==> src/rtl/mips_muldiv_pkg.sv <==
// Shared types and constants for the HI/LO multiply/divide sequencer.
// Divider support is compiled in only when MULDIV_DIV_EN is defined.
package mips_muldiv_pkg;

  typedef enum logic [1:0] {
    MD_MULT  = 2'b00,
    MD_MULTU = 2'b01,
    MD_DIV   = 2'b10,
    MD_DIVU  = 2'b11
  } md_op_t;

  typedef enum logic [1:0] {
    IDLE,
    RUN,
    FIX
  } md_state_t;

  localparam int unsigned MD_ITER = 32;

`ifdef MULDIV_DIV_EN
  localparam bit DIV_EN = 1'b1;
`else
  localparam bit DIV_EN = 1'b0;
`endif

endpackage

==> src/rtl/mips_muldiv_step.sv <==
// One radix-2 iteration: shift-add multiply (mode=0) or restoring divide (mode=1).
// acc holds {upper, lower}: product/multiplier for multiply, remainder/quotient for divide.
module mips_muldiv_step #(
  parameter int unsigned WIDTH = 32
) (
  input  logic [2*WIDTH-1:0] acc,
  input  logic [WIDTH-1:0]   operand,
  input  logic               mode,
  output logic [2*WIDTH-1:0] acc_next
);

  logic [WIDTH:0]   sum;
  logic [WIDTH:0]   rem;
  logic [WIDTH-1:0] diff;
  logic             ge;

  always_comb begin
    sum  = {1'b0, acc[2*WIDTH-1:WIDTH]} + (acc[0] ? {1'b0, operand} : '0);
    // Shifted partial remainder needs one extra bit before the trial subtract.
    rem  = acc[2*WIDTH-1:WIDTH-1];
    ge   = (rem >= {1'b0, operand});
    diff = rem[WIDTH-1:0] - operand;
    if (mode) begin
      if (ge) begin
        acc_next = {diff, acc[WIDTH-2:0], 1'b1};
      end else begin
        acc_next = {rem[WIDTH-1:0], acc[WIDTH-2:0], 1'b0};
      end
    end else begin
      acc_next = {sum, acc[WIDTH-1:1]};
    end
  end

endmodule

==> src/rtl/mips_muldiv.sv <==
// Iterative MULT/MULTU/DIV/DIVU sequencer owning HI/LO; 33-cycle latency.
// Define MULDIV_DIV_EN to enable DIV/DIVU; otherwise divide issues are ignored.
module mips_muldiv #(
  parameter int unsigned WIDTH   = 32,
  parameter int unsigned MD_ITER = WIDTH
) (
  input  logic             clk,
  input  logic             rst_b,
  input  logic             md_start,
  input  logic [1:0]       md_op,
  input  logic [WIDTH-1:0] md_rs,
  input  logic [WIDTH-1:0] md_rt,
  input  logic             md_hi_we,
  input  logic             md_lo_we,
  input  logic [WIDTH-1:0] md_wdata,
  input  logic             md_rd_req,
  input  logic             md_kill,
  output logic             md_busy,
  output logic             md_stall,
  output logic [WIDTH-1:0] md_hi,
  output logic [WIDTH-1:0] md_lo,
  output logic             md_div0
);
  import mips_muldiv_pkg::*;

  localparam int unsigned CntW = $clog2(MD_ITER);

  md_state_t          state_q, state_d;
  logic [CntW-1:0]    cnt_q;
  logic [2*WIDTH-1:0] acc_q, acc_step, prod;
  logic [WIDTH-1:0]   opnd_q, hi_q, lo_q, fix_hi, fix_lo;
  logic               is_div_q, neg_hi_q, neg_lo_q, div0_q, div0_pulse_q;

  md_op_t           op;
  logic             op_signed, op_div, rs_neg, rt_neg, accept;
  logic [WIDTH-1:0] rs_mag, rt_mag;

  assign op        = md_op_t'(md_op);
  assign op_signed = (op == MD_MULT) || (op == MD_DIV);
  assign op_div    = (op == MD_DIV) || (op == MD_DIVU);
  assign rs_neg    = op_signed & md_rs[WIDTH-1];
  assign rt_neg    = op_signed & md_rt[WIDTH-1];
  assign rs_mag    = rs_neg ? -md_rs : md_rs;
  assign rt_mag    = rt_neg ? -md_rt : md_rt;
  assign accept    = (state_q == IDLE) & md_start & ~md_kill & (DIV_EN | ~op_div);

  mips_muldiv_step #(
    .WIDTH(WIDTH)
  ) u_step (
    .acc      (acc_q),
    .operand  (opnd_q),
    .mode     (is_div_q),
    .acc_next (acc_step)
  );

  always_ff @(posedge clk or negedge rst_b) begin
    if (!rst_b) begin
      state_q <= IDLE;
    end else begin
      state_q <= state_d;
    end
  end

  always_comb begin
    state_d = state_q;
    unique case (state_q)
      IDLE:    if (accept) state_d = RUN;
      RUN:     if (cnt_q == '0) state_d = FIX;
      FIX:     state_d = IDLE;
      default: state_d = IDLE;
    endcase
    if (md_kill) state_d = IDLE;
  end

  always_comb begin
    md_busy  = (state_q != IDLE);
    md_stall = md_busy & (md_start | md_rd_req | md_hi_we | md_lo_we);
  end

  // Sign correction applied in FIX; a zero divisor forces LO to all ones.
  always_comb begin
    prod   = neg_lo_q ? -acc_q : acc_q;
    fix_hi = prod[2*WIDTH-1:WIDTH];
    fix_lo = prod[WIDTH-1:0];
    if (is_div_q) begin
      fix_lo = div0_q ? '1 : (neg_lo_q ? -acc_q[WIDTH-1:0] : acc_q[WIDTH-1:0]);
      fix_hi = neg_hi_q ? -acc_q[2*WIDTH-1:WIDTH] : acc_q[2*WIDTH-1:WIDTH];
    end
  end

  always_ff @(posedge clk or negedge rst_b) begin
    if (!rst_b) begin
      cnt_q        <= '0;
      acc_q        <= '0;
      opnd_q       <= '0;
      is_div_q     <= 1'b0;
      neg_hi_q     <= 1'b0;
      neg_lo_q     <= 1'b0;
      div0_q       <= 1'b0;
      div0_pulse_q <= 1'b0;
      hi_q         <= '0;
      lo_q         <= '0;
    end else begin
      div0_pulse_q <= 1'b0;
      if (accept) begin
        cnt_q    <= CntW'(MD_ITER - 1);
        acc_q    <= {{WIDTH{1'b0}}, op_div ? rs_mag : rt_mag};
        opnd_q   <= op_div ? rt_mag : rs_mag;
        is_div_q <= op_div;
        neg_lo_q <= rs_neg ^ rt_neg;
        neg_hi_q <= op_div ? rs_neg : (rs_neg ^ rt_neg);
        div0_q   <= op_div & (md_rt == '0);
      end else if (state_q == RUN && !md_kill) begin
        acc_q <= acc_step;
        if (cnt_q != '0) cnt_q <= cnt_q - CntW'(1);
      end else if (state_q == FIX && !md_kill) begin
        hi_q         <= fix_hi;
        lo_q         <= fix_lo;
        div0_pulse_q <= div0_q;
      end else if (state_q == IDLE && !md_start) begin
        // MTHI/MTLO only land while idle and not colliding with an issue.
        if (md_hi_we) hi_q <= md_wdata;
        if (md_lo_we) lo_q <= md_wdata;
      end
    end
  end

  assign md_hi   = hi_q;
  assign md_lo   = lo_q;
  assign md_div0 = div0_pulse_q;

endmodule

==> config.mk <==
export PLATFORM = sky130hd
export DESIGN_NAME = mips_muldiv
export DESIGN_NICKNAME = d
export VERILOG_FILES = /design/src/rtl/mips_muldiv_pkg.sv /design/src/rtl/mips_muldiv_step.sv /design/src/rtl/mips_muldiv.sv
export SDC_FILE = /design/constraint.sdc
export NUM_CORES = 1
export LEC_CHECK = 0
export CAP_MARGIN = 10
export CORE_MARGIN = 4
export CORE_UTILIZATION = 30
export CTS_CLUSTER_DIAMETER = 120
export CTS_CLUSTER_SIZE = 25
export DETAILED_ROUTE_END_ITERATION = 10
export MAX_ROUTING_LAYER = met4
export PLACE_DENSITY = 0.57
export SLEW_MARGIN = 20
export SYNTH_ARGS = -nofsm -noshare
export SYNTH_HDL_FRONTEND = slang
export SYNTH_SLANG_ARGS = --single-unit
export TNS_END_PERCENT = 20
==> constraint.sdc <==
create_clock -name clk -period 4.1 [get_ports clk]
set_input_delay 0.41 -clock clk [delete_from_list [all_inputs] [get_ports clk]]
set_output_delay 0.41 -clock clk [all_outputs]
set_load 0.01 [all_outputs]
==> reports/results.tsv, run 1 <==
stage	metric	value	unit
clock_tree	clk slew on worst S/H paths	80	ps
final_layout	fill count	4780	
timing	hold slack	13.28	ps
pwr	maximum vdd ir drop	287.3	uV
critical_path	worst endpoint required time	4450	ps
yosys	post-synthesis adder-cell area fraction	6.372	%
clock_tree	clock root buffer master	clkbuf_16	
clock_tree	clk_lat worst skew	460	ps
critical_path	Max stage delay on crit path	510	ps
detailed_routing	number of remaining DRC errors	0	
clock_tree	Post-CTS Hold Fix Bufs	0	
die	I/O pins	172	
clock_tree	# clock sinks	172	
detailed_routing	DRT Pass-1 Iters	6	
die	Die Footprint	51480	um^2
yosys	largest family of logic cells by synthesized area	compound AO/OA/AOI/OAI gates	
detailed_routing	post-route ant nets	0	
critical_path	CP Capture Point	acc_q[62]$_DFFE_PN0P_	
final_layout	layout cells sized above 1	5.885	%
placed_design	RD Place Congestion	0.9320	
critical_path	Crit path arrival time	4210	ps
yosys	post-synthesis compound-gate area fraction	25.24	%
yosys	yosys warns	0	
timing	setup violators final	0	
critical_path	r2r startpoint	acc_q[31]$_DFFE_PN0P_	
global_route	antenna violations before repair	0	
global_route	first-pass GRT wire length	79810	um
yosys	register area share after synthesis	29.94	%
final_layout	Layout Cells excl Fill	2561	
timing	RSZ-0062 raised after global routing	no	
critical_path	CP startpoint	acc_q[31]$_DFFE_PN0P_	
yosys	mux contribution to synthesized area	3.717	%
critical_path	Critical Path Fanout Max	4	
timing	skew final	16.21	ps
timing	Final Hold Viols	0	
timing	actual slew at the worst max-slew pin	1093	ps
critical_path	Slowest cell on crit path	a311oi_1	
yosys	top cells by count, synth	nand2_1, dfrtp_1, a21oi_1	
critical_path	worst path cell trace	inv_1 -> ha_1 -> inv_1 -> fa_1 -> a21o_1 -> a221oi_1 -> or4_1 -> a21boi_0 -> o21ai_0 -> nand3_1 -> a311oi_1 -> o211ai_1 -> a32o_1	
global_route	GRT Resource Usage Total	20.33	%
placed_design	dpl cells	2529	
pwr	Leak Pwr	7.401	nW
die	CORE AREA	46950	um^2
global_route	grt ovf	0	
yosys	cells after synthesis	1811	
die	# rows	79	
detailed_routing	drt total wl	52060	um
final_layout	Synth-to-Final Area Change	21.75	%
timing	Rel. slew slack	27.17	%
yosys	top cells by area, synth	dfrtp_1, nand2_1, ha_1	
detailed_routing	met2 routed WL	21230	um
critical_path	Reg2Reg Setup Slack	240	ps
die	Starting Density	30.61	%
yosys	top cell type's share of synthesized area	29.94	%
final_layout	Inserted Diodes	0	
critical_path	R2R depth	13	
global_route	largest net degree at the start of global routing	79	
detailed_routing	initial drt markers	1540	
detailed_routing	Vias	14220	
timing	fmax	0.2592	GHz
outcome	outcome	completed	
yosys	Post-Synth Simple-Gate Area	19.78	%
critical_path	CP dominant cell by count	inv_1	
yosys	Main synth FF type	dfrtp_1	
die	Die Span Y	226.9	um
critical_path	Crit Path Class	flop to flop	
clock_tree	CTS buffer count	17	
timing	Final TNS setup	0	ps
critical_path	Reg-to-Reg End	acc_q[62]$_DFFE_PN0P_	
clock_tree	Clock Path Buffers	2	
critical_path	endpoint class of the critical path	flop	
clock_tree	CTS tree	done	
die	Die W	226.9	um
yosys	area leader, netlist	dfrtp_1	
yosys	number of flops mapped to enable cells by yosys	0	
global_route	vias in the first global route	13490	
detailed_routing	top sig layer	met4	
detailed_routing	metal3 WL	4183	um
yosys	flop and latch count out of synthesis	172	
critical_path	Critical Path Source Type	flop	
yosys	Synth Cell Area	14370	um^2
placed_design	placed wire-length estimate	40620	um
yosys	ys async rst share	100.0	%
yosys	syn avg cell area	7.937	um^2
detailed_routing	M1 WL	25720	um
placed_design	I/O Buffers	171	
yosys	most common cell in the netlist	nand2_1	
detailed_routing	vias per cell	5.551	
clock_tree	H-tree depth	4	
final_layout	final net count	2118	
hold_path	HP Class	input port to async pin	
timing	Final Max Slew Viols	0	
timing	minimum clock period after layout	3858	ps
detailed_routing	routed len/inst	20.33	um
yosys	post-synth net total	1988	
flow_run	Max-Cap Viols	0	
yosys	XOR/XNOR Fraction of Synth Area	10.30	%
timing	period utilization	94.11	%
yosys	number of library cell types mapped by synthesis	77	
pwr	PwrDens	600.6	nW/um^2
-- where the power goes --
part	switching (mW)	internal, mW	leakage [nW]
logic	3.47	2.41	4.95
registers	0.629	2.11	2.13
clock network	0.796	1.10	0.316
-- through the flow --
| step | setup slack [ps] | cell area (um^2) | power, mW | util [%] |
|---|---|---|---|---|
| floorplan | 972.4 | 14370 | 6.437 | - |
| global placement | 433.6 | 16830 | 8.477 | 35.86 |
| detailed placement | 323.9 | 16830 | 8.493 | 35.86 |
| finish | 241.6 | 17500 | 10.51 | 37.27 |
| CTS | 293.9 | 17500 | 10.42 | 37.27 |
| global route | 63.10 | 17500 | 11.22 | 37.27 |
-- what timing repair did --
action	4_1_cts	5_1_grt
resized for setup	0	1
buffers inserted	0	0
setup endpoints to repair	0	1
-- cell type report --
cell class                      count  area (um^2)  share of cell area (%)
Clock buffer                       18        429.2                   2.452
Timing Repair Buffer              217         2083                   11.90
Tap cell                          607        759.5                   4.340
Multi-Input combinational cell   1465         9435                   53.91
Clock inverter                     14        232.7                   1.330
Sequential cell                   172         4305                   24.60
Inverter                           68        255.2                   1.459
-- flip-flops by register name (all words and copies together), names as in the netlist, 2 cells and up --
signal   cells
opnd_q      32
md_lo       32
acc_q       64
cnt_q        5
state_q      2
md_hi       32
-- critical path: cells and delay by family (launching register included) --
kind / cells / cell delay [ps]
simple gates: 2 / 440
buf+inv: 2 / 240
fa+ha+maj: 2 / 620
compound gates: 7 / 2050
flops: 1 / 390
-- cells by family (layout without fill, tap and decap cells) --
kind of cell | after synthesis | after routing
muxes | 53 | 53
and+or+nand+nor | 604 | 604
AOI/OAI and AO/OA | 567 | 567
xor gates and xnor gates | 169 | 169
adders and majority gates | 72 | 72
buffers and inverters | 174 | 317
DFF | 172 | 172
-- layer usage --
layer	track usage (%)	up-vias
met4	4.831	0
met5	-	-
met2	28.22	577
li1	-	6816
met1	30.32	6775
met3	3.871	47
-- how the worst min path moves through the flow --
stage	to	slack (ps)	start
2_1_floorplan	acc_q[0]$_DFFE_PN0P_	110	rst_b
3_3_place_gp	opnd_q[30]$_DFFE_PN0P_	470	opnd_q[30]$_DFFE_PN0P_
3_5_place_dp	md_lo[27]$_DFFE_PN0P_	470	md_lo[27]$_DFFE_PN0P_
4_1_cts	md_lo[18]$_DFFE_PN0P_	30	rst_b
5_1_grt	md_lo[18]$_DFFE_PN0P_	50	rst_b
6_report	md_lo[18]$_DFFE_PN0P_	10	rst_b
-- placed cells by master (no fill, tap or decap), types with 23 or more instances in the layout --
| cell type | Yosys | final |
|---|---|---|
| nand2_1 | 236 | 233 |
| inv_1 | 68 | 68 |
| nand3_1 | 29 | 29 |
| clkdlybuf4s50_1 | 0 | 170 |
| a21o_1 | 37 | 37 |
| a31oi_1 | 41 | 41 |
| nor4_1 | 27 | 27 |
| o21ai_0 | 147 | 147 |
| buf_4 | 2 | 44 |
| nor3_1 | 35 | 35 |
| nor2_1 | 143 | 143 |
| a21oi_1 | 150 | 149 |
| mux2i_1 | 50 | 50 |
| dfrtp_1 | 172 | 171 |
| xnor2_1 | 74 | 74 |
| or3_1 | 23 | 23 |
| ha_1 | 70 | 70 |
| o211ai_1 | 38 | 38 |
| xor2_1 | 95 | 95 |
Note: power is estimated with default switching activity, not from simulation.
==> inputs of run 2 (changes only) <==
Settings changed: RECOVER_POWER set to 25.
==> reports/results.tsv, run 2 (synthesized netlist as in run 1, its figures left out) <==
stage	metric	value	unit
clock_tree	H-tree depth	4	
placed_design	I/O Buffers	171	
final_layout	register bank with the most flops	acc_q	
outcome	failing checks	capacitance limit, slew limit	
clock_tree	clock root buffer master	clkbuf_16	
pwr	maximum vdd ir drop	286.6	uV
hold_path	hold depth	2	
critical_path	Crit Path Class	flop to flop	
final_layout	fin util	37.22	%
timing	setup violators final	0	
placed_design	Cell Area, Placed	16830	um^2
critical_path	R2R depth	13	
detailed_routing	post-route ant nets	0	
final_layout	most common cell after layout, fill and taps aside	nand2_1	
critical_path	Reg-to-Reg End	acc_q[62]$_DFFE_PN0P_	
detailed_routing	Vias	14200	
critical_path	CP top delay family	compound AO/OA/AOI/OAI gates	
timing	RSZ-0062 raised after global routing	no	
timing	minimum clock period after layout	3836	ps
detailed_routing	routed len/inst	20.32	um
critical_path	Max stage delay on crit path	480	ps
pwr	Clock power frac	18.0	%
clock_tree	clk slew on worst S/H paths	70	ps
clock_tree	CTS tree	done	
final_layout	final net count	2118	
final_layout	design area	17480	um^2
clock_tree	# clock sinks	172	
timing	period utilization	93.56	%
timing	skew final	17.59	ps
final_layout	Inserted Diodes	0	
outcome	outcome	finished with violations	
hold_path	Hold Crit Endpoint	opnd_q[30]$_DFFE_PN0P_	
final_layout	layout cells sized above 1	5.834	%
global_route	vias in the first global route	13490	
final_layout	Synth-to-Final Area Change	21.58	%
critical_path	CP dominant cell by count	inv_1	
clock_tree	Clock Path Buffers	2	
final_layout	multi-input logic area	9435	um^2
critical_path	Reg2Reg Setup Slack	260	ps
final_layout	Largest register FFs	64	
timing	actual slew at the worst max-slew pin	2048	ps
global_route	first-pass GRT wire length	79810	um
clock_tree	clk_lat worst skew	460	ps
pwr	NetSw	4.889	mW
placed_design	placed wire-length estimate	40620	um
global_route	GRT Resource Usage Total	20.33	%
final_layout	fill count	4786	
pwr	Reg power frac	26.1	%
critical_path	Critical Path Fanout Max	4	
critical_path	Critical Path Source Type	flop	
pwr	Sw Share	46.54	%
die	# rows	79	
global_route	largest net degree at the start of global routing	79	
critical_path	worst endpoint required time	4450	ps
clock_tree	CTS buffer count	17	
global_route	antenna violations before repair	0	
pwr	Comb power frac	55.9	%
timing	Final TNS setup	0	ps
timing	Final Hold Viols	0	
critical_path	Buffers & Inverters on Critical Path	2	
critical_path	CP Depth	13	
placed_design	RD Place Congestion	0.9320	
die	CORE AREA	46950	um^2
critical_path	endpoint class of the critical path	flop	
die	Die Span Y	226.9	um
detailed_routing	vias per cell	5.546	
detailed_routing	number of remaining DRC errors	0	
hold_path	HP Class	flop to flop	
detailed_routing	drt total wl	52030	um
pwr	Leak Pwr	7.390	nW
die	Die W	226.9	um
critical_path	Slowest cell on crit path	a311oi_1	
timing	Final Max Slew Viols	153	
global_route	grt ovf	0	
pwr	PwrDens	601.2	nW/um^2
critical_path	r2r startpoint	acc_q[31]$_DFFE_PN0P_	
flow_run	Max-Cap Viols	2	
die	I/O pins	172	
detailed_routing	initial drt markers	1497	
clock_tree	postcts setup bufs	0	
final_layout	Reg area	4305	um^2
critical_path	worst path cell trace	inv_1 -> ha_1 -> inv_1 -> fa_1 -> a21o_1 -> a221oi_1 -> or4_1 -> a21boi_0 -> o21ai_0 -> nand3_1 -> a311oi_1 -> o211ai_1 -> a32o_1	
final_layout	most frequent cells in the layout	nand2_1, dfrtp_1, clkdlybuf4s50_1, a21oi_1, o21ai_0	
timing	Rel. slew slack	-36.55	%
die	Starting Density	30.61	%
timing	fmax	0.2607	GHz
critical_path	Crit path arrival time	4180	ps
pwr	internal power	5.617	mW
die	Die Footprint	51480	um^2
detailed_routing	DRT Pass-1 Iters	6	
hold_path	hold_sp	opnd_q[30]$_DFFE_PN0P_	
[run 2: changes by cell type in the layout (fill, tap and decap cells not counted)]
cell	previous run	this run
clkbuf_1	1	2
buf_12	2	1
buf_6	1	0
buf_4	44	43
clkbuf_2	0	2
[run 2: layout make-up]
type / instances / area share [%]
tap: 607 / 4.346
multi-input combinational: 1465 / 53.99
clock buffer: 18 / 2.456
clock inverter: 14 / 1.332
inverter: 68 / 1.461
sequential: 172 / 24.64
timing repair buffer: 217 / 11.78
[run 2: tightest hold or removal path, cell delays in order (launching register included)]
cell	delay (ps)
dfrtp_1	340
nand2_1	50
o21ai_0	60
[run 2: what timing repair did]
action / in CTS / in global routing
endpoints found under the setup margin: 0 / 1
resized for setup: 0 / 1
hold buffers: 0 / 0
[run 2: metal layers]
metal	track usage [%]	vias up	share of wire, %
met1	30.32	6768	49
met3	3.871	46	8.2
met5	-	-	0
met4	4.831	0	1.6
li1	-	6820	-
met2	28.22	570	41
[run 2: worst max path at each step]
stage               slack [ps]             startpoint                     to
floorplan                  970  acc_q[31]$_DFFE_PN0P_  acc_q[62]$_DFFE_PN0P_
global placement           430  acc_q[31]$_DFFE_PN0P_  acc_q[62]$_DFFE_PN0P_
detailed placement         320  acc_q[31]$_DFFE_PN0P_  acc_q[62]$_DFFE_PN0P_
CTS                        290  acc_q[31]$_DFFE_PN0P_  acc_q[62]$_DFFE_PN0P_
global route                60  acc_q[31]$_DFFE_PN0P_  acc_q[62]$_DFFE_PN0P_
finish                     260  acc_q[31]$_DFFE_PN0P_  acc_q[62]$_DFFE_PN0P_
[run 2: power by group through the flow]
stage | registers, mW | clock network [mW] | logic [mW]
global placement | 2.74 | 0 | 5.74
global route | 2.79 | 1.99 | 6.43
CTS | 2.72 | 1.93 | 5.78
finish | 2.74 | 1.89 | 5.88
floorplan | 2.55 | 0 | 3.88
detailed placement | 2.75 | 0 | 5.75
[run 2: through the flow]
stage          instances  worst slack [ps]  power (mW)  hold WS, ps
3_5_place_dp        2529             323.9       8.493        470.7
5_1_grt             2561             63.10       11.22        498.7
2_1_floorplan       1811             972.4       6.437        114.4
4_1_cts             2561             293.9       10.42        26.78
6_report            2561             263.9       10.51        482.2
3_3_place_gp        2529             433.6       8.477        466.4
==> inputs of run 3 (changes only) <==
Settings changed: CORE_MARGIN 4 to 3, SYNTH_HIERARCHICAL set to 1.
==> reports/results.tsv, run 3 <==
stage	metric	value	unit
global_route	vias in the first global route	14310	
detailed_routing	vias per cell	5.487	
global_route	grt ovf	0	
final_layout	most common cell after layout, fill and taps aside	nand2_1	
critical_path	worst endpoint required time	4440	ps
timing	Final Hold Viols	0	
timing	setup violators final	0	
yosys	ys async rst share	100.0	%
yosys	register area share after synthesis	28.44	%
yosys	most common cell in the netlist	nand2_1	
clock_tree	clk_lat worst skew	470	ps
yosys	top cells by area, synth	dfrtp_1, nand2_1, a21oi_1	
detailed_routing	Vias	15190	
outcome	outcome	finished with violations	
clock_tree	CTS tree	done	
detailed_routing	M1 WL	26900	um
detailed_routing	metal3 WL	3152	um
yosys	area leader, netlist	dfrtp_1	
detailed_routing	DRT Pass-1 Iters	6	
hold_path	HP Class	flop to flop	
global_route	GRT Resource Usage Total	21.05	%
yosys	cells after synthesis	1925	
final_layout	layout cells sized above 1	9.316	%
clock_tree	clk slew on worst S/H paths	80	ps
timing	Final TNS setup	0	ps
critical_path	endpoint class of the critical path	flop	
detailed_routing	top sig layer	met4	
detailed_routing	post-route ant nets	0	
detailed_routing	met2 routed WL	24650	um
critical_path	Crit Path Class	flop to flop	
critical_path	Reg2Reg Setup Slack	270	ps
detailed_routing	initial drt markers	1338	
clock_tree	CTS buffer count	17	
clock_tree	# clock sinks	172	
die	Die Footprint	53180	um^2
yosys	yosys warns	6	
timing	hold slack	480.2	ps
clock_tree	clock root buffer master	clkbuf_16	
yosys	flop and latch count out of synthesis	172	
timing	period utilization	93.54	%
yosys	number of flops mapped to enable cells by yosys	0	
yosys	top cell type's share of synthesized area	28.44	%
final_layout	register bank with the most flops	acc_q	
clock_tree	Clock Path Buffers	2	
global_route	antenna violations before repair	1	
placed_design	I/O Buffers	171	
timing	actual slew at the worst max-slew pin	2263	ps
timing	Final Max Slew Viols	35	
placed_design	RD Place Congestion	0.9273	
die	CORE AREA	49360	um^2
pwr	Power Total	10.44	mW
critical_path	Crit path arrival time	4170	ps
yosys	post-synth net total	2102	
detailed_routing	routed len/inst	20.15	um
timing	RSZ-0062 raised after global routing	no	
yosys	Main synth FF type	dfrtp_1	
pwr	PwrDens	561.8	nW/um^2
final_layout	fin util	37.64	%
critical_path	Critical Path Source Type	flop	
timing	Rel. slew slack	-50.86	%
yosys	Synth Cell Area	15130	um^2
clock_tree	H-tree depth	4	
global_route	largest net degree at the start of global routing	101	
placed_design	pre-CTS WS	295.4	ps
detailed_routing	number of remaining DRC errors	0	
die	Starting Density	30.66	%
yosys	top cells by count, synth	nand2_1, a21oi_1, dfrtp_1	
pwr	maximum vdd ir drop	410.8	uV
timing	final worst slack	265.0	ps
timing	fmax	0.2608	GHz
final_layout	final net count	2268	
yosys	number of library cell types mapped by synthesis	84	
flow_run	Max-Cap Viols	1	
critical_path	Critical Path Fanout Max	16	
die	Die W	230.6	um
detailed_routing	drt total wl	55790	um
die	# rows	81	
timing	skew final	17.87	ps
placed_design	placed wire-length estimate	43360	um
outcome	failing checks	capacitance limit, slew limit	
final_layout	most frequent cells in the layout	nand2_1, a21oi_1, dfrtp_1, clkdlybuf4s50_1, o21ai_0	
global_route	first-pass GRT wire length	85250	um
die	Die Span Y	230.6	um
final_layout	Synth-to-Final Area Change	22.73	%
yosys	syn avg cell area	7.862	um^2
final_layout	Largest register FFs	64	
die	I/O pins	172	
pwr	Leak Pwr	7.849	nW
timing	minimum clock period after layout	3835	ps
-- run 3: power by group --
group | total, mW | internal [mW] | switching, mW
Sequential | 2.72 | 2.13 | 0.586
Clock | 1.79 | 0.934 | 0.859
Combinational | 5.92 | 2.57 | 3.36
-- run 3: layout make-up --
cell class / count / area, um^2
flip-flops and latches: 172 / 4308
fillers: 5179 / 30780
well taps: 664 / 830.8
inverters: 70 / 262.8
diodes: 1 / 2.502
clock inverters: 15 / 197.7
repair buffers: 255 / 2381
multi-input cells: 1575 / 10170
clock buffers: 17 / 425.4
-- run 3: metal layers --
layer | vias up | track usage, %
met5 | - | -
met4 | 0 | 5.320
met3 | 55 | 2.517
met2 | 515 | 31.60
met1 | 7311 | 30.08
li1 | 7313 | -
-- run 3: per-stage QoR --
step           cell area (um^2)  cells
2_1_floorplan             15130   1925
3_3_place_gp              17920   2734
3_5_place_dp              17920   2734
4_1_cts                   18540   2766
5_1_grt                   18580   2769
6_report                  18580   2769
-- run 3: cell families (layout without fill, tap and decap cells) --
kind of cell               after synthesis  in the layout  synth area share [%]
other                                    0              1                     0
adders and majority gates               72             72                 6.052
muxes                                   74             74                 5.250
AOI/OAI and AO/OA                      584            584                 24.12
xor gates and xnor gates               164            164                 9.491
and+or+nand+nor                        681            681                 22.10
DFF                                    172            172                 28.44
buffers and inverters                  178            357                 4.547
-- run 3: worst max-delay path, cell delays in order (launching register included) --
cell	delay, ps
dfrtp_1	540
and2_1	220
ha_1	220
fa_1	420
a21o_1	210
a211oi_2	280
and4bb_1	250
o211ai_2	260
a211oi_2	140
o211ai_2	140
or4b_1	450
and4_1	210
a221o_1	250
nand2_1	60
a21oi_1	60
-- run 3: repair_timing --
item	in CTS	in global routing
gates resized for setup	0	1
endpoints found under the hold margin	0	33
buffers inserted	0	0
hold buffers	0	1
endpoints found under the setup margin	0	1
-- run 3: path summary, 6_finish.rpt --
| kind | end | cells after the start | start |
|---|---|---|---|
| min reg2reg | md_lo[11]$_DFFE_PN0P_ | 1 | md_lo[11]$_DFFE_PN0P_ |
| min in group asynchronous | acc_q[27]$_DFFE_PN0P_ | 2 | rst_b |
| max reg2reg | acc_q[59]$_DFFE_PN0P_ | 14 | acc_q[0]$_DFFE_PN0P_ |
| max in group asynchronous | opnd_q[22]$_DFFE_PN0P_ | 3 | rst_b |
| max | acc_q[59]$_DFFE_PN0P_ | 14 | acc_q[0]$_DFFE_PN0P_ |
| min | md_lo[11]$_DFFE_PN0P_ | 1 | md_lo[11]$_DFFE_PN0P_ |
